### src/rtl/elastic_pipe.sv
// Elastic register pipeline with valid/ready handshake, bubble collapsing,
// synchronous flush and an occupancy count.
module elastic_pipe #(
    parameter int               WIDTH     = 8,
    parameter int               DEPTH     = 2,
    parameter logic [WIDTH-1:0] RESET_VAL = '0
) (
    input  logic                       clk,
    input  logic                       reset,
    input  logic                       flush,
    input  logic                       in_valid,
    input  logic [WIDTH-1:0]           in_data,
    output logic                       in_ready,
    output logic                       out_valid,
    output logic [WIDTH-1:0]           out_data,
    input  logic                       out_ready,
    output logic [$clog2(DEPTH+1)-1:0] count
);

    localparam int CW = $clog2(DEPTH + 1);

    logic [DEPTH-1:0] v;
    logic [WIDTH-1:0] d [DEPTH];
    logic [DEPTH-1:0] adv;
    logic [DEPTH-1:0] load;

    // A stage advances when any stage downstream of it is empty, or the
    // output is being accepted; written flat to avoid a combinational chain.
    always_comb begin
        for (int i = 0; i < DEPTH; i++) begin
            adv[i] = out_ready;
            for (int j = i + 1; j < DEPTH; j++) begin
                if (!v[j]) adv[i] = 1'b1;
            end
        end
        load = ~v | adv;
    end

    assign in_ready  = load[0] && !flush && !reset;
    assign out_valid = v[DEPTH-1] && !flush && !reset;
    assign out_data  = d[DEPTH-1];

    always_comb begin
        count = '0;
        for (int i = 0; i < DEPTH; i++) begin
            count = count + CW'(v[i]);
        end
    end

    always_ff @(posedge clk) begin
        if (reset || flush) begin
            v[0] <= 1'b0;
            d[0] <= RESET_VAL;
        end else if (load[0]) begin
            v[0] <= in_valid;
            d[0] <= in_data;
        end
    end

    for (genvar g = 1; g < DEPTH; g++) begin : g_stage
        always_ff @(posedge clk) begin
            if (reset || flush) begin
                v[g] <= 1'b0;
                d[g] <= RESET_VAL;
            end else if (load[g]) begin
                v[g] <= v[g-1];
                d[g] <= d[g-1];
            end
        end
    end

endmodule
### config.mk
export PLATFORM = sky130hd
export DESIGN_NAME = elastic_pipe
export DESIGN_NICKNAME = d
export VERILOG_FILES = /design/src/rtl/elastic_pipe.sv
export SDC_FILE = /design/constraint.sdc
export NUM_CORES = 1
export LEC_CHECK = 0
export CELL_PAD_IN_SITES_DETAIL_PLACEMENT = 0
export CELL_PAD_IN_SITES_GLOBAL_PLACEMENT = 1
export CORE_MARGIN = 10
export CORE_UTILIZATION = 37
export DETAILED_ROUTE_END_ITERATION = 10
export HOLD_SLACK_MARGIN = 0.05
export PLACE_DENSITY = 0.92
export SYNTH_ARGS = -nofsm -noshare
export SYNTH_HDL_FRONTEND = slang
export SYNTH_SLANG_ARGS = --single-unit
export TNS_END_PERCENT = 100
### constraint.sdc
create_clock -name clk -period 2.31 [get_ports clk]
set_input_delay 0.231 -clock clk [delete_from_list [all_inputs] [get_ports clk]]
set_output_delay 0.231 -clock clk [all_outputs]
set_load 0.02 [all_outputs]
After elaboration in Yosys (flattened, before gate mapping)

Memory sizes are Yosys's and may differ from the RTL's.
Cells that the tools add are included.
W data, S select, Z words.

$add $sub $neg: 1
Mux-type cells: 11
Bitwise operators: 4
Reductions and logical operators: 7

Operators by type and width:

| cell                | number |
|---|---|
| $mux W8             | 2 |
| $mux W1             | 9 |
| $logic_and A1 B1 Y1 | 4 |
| $add A1 B1 Y2       | 1 |
| $logic_not A1 Y1    | 2 |
| $not A2 Y2          | 1 |
| $or A1 B1 Y1        | 2 |
| $or A2 B2 Y2        | 1 |
| $logic_or A1 B1 Y1  | 1 |

Flip-flop bits (word level): 2
Memory bits (writable): 16
Output and inout port bits: 12
Word-level logic and storage cells: 26
Memories kept: 1

Memories:

| name | depth | width | read ports | clocked after memory_dff | wr ports | RTL line | text |
|---|---|---|---|---|---|---|---|
| d    | 2     | 8     | 2          | 0                        | 2        | 23       | `logic [WIDTH-1:0] d [DEPTH];` |

Longest topological paths before layout

Depth after elaboration: 6
Mapped depth: 3

Worst setup path before layout

Ideal clock, no wire load.

Path kind: reg-to-output
From: register v[1]
To: output in_ready
Arrival: 982 ps
Data required time: 2079 ps
Slack: 1097 ps
Stages on the path, launching flop included: 3
Buffers on the path: 0
Cells stage by stage: dfxtp_1 -> and3b_1 -> nor3_1

Longest elaborated chain between the ends: 4

RTL lines:

| what                              | RTL line | text |
|---|---|---|
| from (decl)                       | 22       | `logic [DEPTH-1:0] v;` |
| from (signal, indexed assignment) | 66       | `v[g] <= v[g-1];` |
| $mux W1                           | 33       | `if (!v[j]) adv[i] = 1'b1;` |
| $or A2 B2 Y2                      | 36       | `load = ~v \| adv;` |
| $logic_and A1 B1 Y1 (2 in a row)  | 39       | `assign in_ready = load[0] && !flush && !reset;` |
| to (decl)                         | 13       | `output logic in_ready,` |

Every way passes these cells.

Worst setup path in the final report

From: input out_ready
To: output in_ready

Longest elaborated chain between the ends: 4

RTL lines:

| what                             | RTL line | text |
|---|---|---|
| from (decl)                      | 16       | `input logic out_ready,` |
| $mux W1                          | 33       |  |
| $or A2 B2 Y2                     | 36       |  |
| $logic_and A1 B1 Y1 (2 in a row) | 39       |  |

Every way passes these cells.

==> impl_metrics.env <==
export IMPL_status="completed"
export IMPL_power_switching_share=0.200
export IMPL_path_max_fanout=4
export IMPL_core_um2=1920
export IMPL_start_kind="primary input"
export IMPL_internal_power_mw=0.457
export IMPL_finalSetupTns_ns=0
export IMPL_cts_buffers=3
export IMPL_rows=16
export IMPL_io_pins=25
export IMPL_wl_per_cell_um=12.6
export IMPL_io_buffers=24
export IMPL_syn_num_nets=62
export IMPL_min_path_cells=2
export IMPL_synth_compound_area_frac=0.0206
export IMPL_syn_area_um2=729
export IMPL_ant_nets=0
export IMPL_p_switching_mw=0.114
export IMPL_hold_buffers=0
export IMPL_grt_pass1_vias=465
export IMPL_synthMuxAreaShare=0
export IMPL_setup_violations=0
export IMPL_slew_headroom=0.786
export IMPL_power_mw=0.570
export IMPL_clk_pin_slew_ns=0.10
export IMPL_max_stage_delay_ns=0.63
export IMPL_fin_hold_ws_ns=0.535
export IMPL_layout_drive_gt1_share=0.0667
export IMPL_synth_simple_area_share=0.218
export IMPL_cts_sink_count=18
export IMPL_dp_cells=98
export IMPL_fin_cells=102
export IMPL_seqPwrFrac=0.637
export IMPL_worst_ep_required_time_ns=2.08
export IMPL_clk_path_buf_depth=2
export IMPL_antennaDiodeCount=0
export IMPL_fin_skew_ns=0.00326
export IMPL_p_clk_frac=0.270
export IMPL_synth_top_family_by_area="simple AND/OR/NAND/NOR gates"
export IMPL_dr_max_layer_used="met4"
export IMPL_finalHoldViolCount=0
export IMPL_ys_seq_area_frac=0.714
export IMPL_max_freq_ghz=0.513
export IMPL_fin_crit_sh=0.844
export IMPL_path_class="primary input to primary output"
export IMPL_post_cts_resized=0
export IMPL_overflow=0
export IMPL_die_x_um=64.4
export IMPL_critPathSlowestCell="clkdlybuf4s50_1"
export IMPL_dieArea_um2=4150
export IMPL_postCtsSetupRepairBufs=0
export IMPL_hp_class="primary input to flip-flop"
export IMPL_layout_common_cells="clkdlybuf4s50_1, and3_1, edfxtp_1"
export IMPL_grt_pass1_wl_mm=2.12
export IMPL_worst_setup_path_end_kind="primary output"
export IMPL_r2r_setup_slack_ns=1.14
export IMPL_totalWireLength_mm=1.29
export IMPL_grt_max_degree=21
export IMPL_cap_violations=0
export IMPL_drc=0
export IMPL_final_common_cell="clkdlybuf4s50_1"
export IMPL_min_delay_start="in_valid"
export IMPL_dr_wl_met2_um=608
export IMPL_vdd_drop_max_mv=0.251
export IMPL_drtPass1Iterations=2
export IMPL_rsz0062_at_grt="false"
export IMPL_power_leakage_nw=0.445
export IMPL_viasPerCell=4.43
export IMPL_die_y_um=64.4
export IMPL_post_place_ws_ns=0.350
export IMPL_num_vias=452
export IMPL_ys_seq_elements=18
export IMPL_wl_met3_um=185
export IMPL_syn_mean_instance_area_um2=15.2
export IMPL_tightest_slew_ns=0.320
export IMPL_track_usage=0.0647
export IMPL_netlist_instances=48
export IMPL_p_per_area_nw_per_um2=562
export IMPL_cp_arrival_ns=1.72
export IMPL_cts_tree="built"
export IMPL_wl_met1_um=478
export IMPL_drt_initial_drc_count=6
export IMPL_combPwrFrac=0.093
export IMPL_antenna_found_initial=0
export IMPL_yosysUniqueCellTypes=14
export IMPL_htree_num_levels=1
export IMPL_setup_ws_ns=0.361
export IMPL_hold_end="v[0]"
export IMPL_rr_worst_depth=2
export IMPL_crit_chain="clkdlybuf4s50_1 -> and3b_1 -> nor3_1 -> clkdlybuf4s50_1"
export IMPL_syn_to_final_growth_pct=39.1
export IMPL_synthAdderAreaFrac=0.0172
export IMPL_min_period_ns=1.95
export IMPL_reg2reg_from="v[1]"
export IMPL_path_common_cell="clkdlybuf4s50_1"
export IMPL_synth_xor_area_frac=0
export IMPL_finalMaxSlewViolations=0
export IMPL_start_util=0.380
export IMPL_cts_root_buf="clkbuf_4"
export IMPL_yosys_warnings=0
export IMPL_place_gp_congestion=0.674
export IMPL_clk_latency_ns=0.29
export IMPL_rr_endpoint="d[1][4]"
export IMPL_final_nets=90
[stage by stage]
stage               cell area, um^2  utilization
detailed placement              988        0.514
finish                         1010        0.528
CTS                            1010        0.528
floorplan                       729            -
global placement                988        0.514
global route                   1010        0.528
[power by group through the flow]
stage | Combinational [mW] | Clock, mW | Sequential (mW)
6_report | 0.0531 | 0.154 | 0.363
3_5_place_dp | 0.0533 | 0 | 0.371
3_3_place_gp | 0.0526 | 0 | 0.370
4_1_cts | 0.0535 | 0.161 | 0.363
2_1_floorplan | 0.0191 | 0 | 0.374
5_1_grt | 0.0576 | 0.170 | 0.364
[worst max-delay path by stage]
stage                     slack, ns       end       from  depth (start not counted)
after floorplan                1.10  in_ready       v[1]                          2
after global placement         0.39  in_ready  out_ready                          4
after detailed placement       0.35  in_ready  out_ready                          4
after CTS                      0.35  in_ready  out_ready                          4
after global routing           0.31  in_ready  out_ready                          4
final                          0.36  in_ready  out_ready                          4
[cell usage after synthesis]
master	number	area, um^2
buf_6	2	22.5
o21a_1	2	15.0
nand2_1	2	7.51
and3_1	16	100
nor2_4	1	11.3
dfxtp_1	2	40.0
and2_1	1	6.26
edfxtp_1	16	480
nor3_1	1	5.00
ha_1	1	12.5
nand3b_1	1	7.51
and3b_1	1	8.76
nand2b_1	1	6.26
nor2b_1	1	6.26
[registers in the layout, summed over array words and instances, names as in the netlist]
name / count
d: 16
v: 2
[logic make-up after synthesis]
family | after synthesis
simple gates | 25
buf+inv | 2
flops | 18
fa+ha+maj | 1
compound gates | 2
[critical path: cells and delay by family]
family / cells / cell delay [ns]
buffers and inverters: 2 / 1.13
and+or+nand+nor: 2 / 0.35
[routing by layer]
metal | global-route usage | vias up
li1 | - | 235
met4 | 0.0401 | 0
met5 | 0 | -
met1 | 0.0537 | 196
met2 | 0.107 | 19
met3 | 0.0488 | 2
[final cells by class]
cell class                      count  area [um^2]
Fill cell                         179          907
Sequential cell                    18          520
Timing Repair Buffer               25          248
Multi-Input combinational cell     28          186
Tap cell                           27         33.8
Clock buffer                        3         22.5
Clock inverter                      1         3.75
Note: power is estimated with default switching activity, not from simulation.
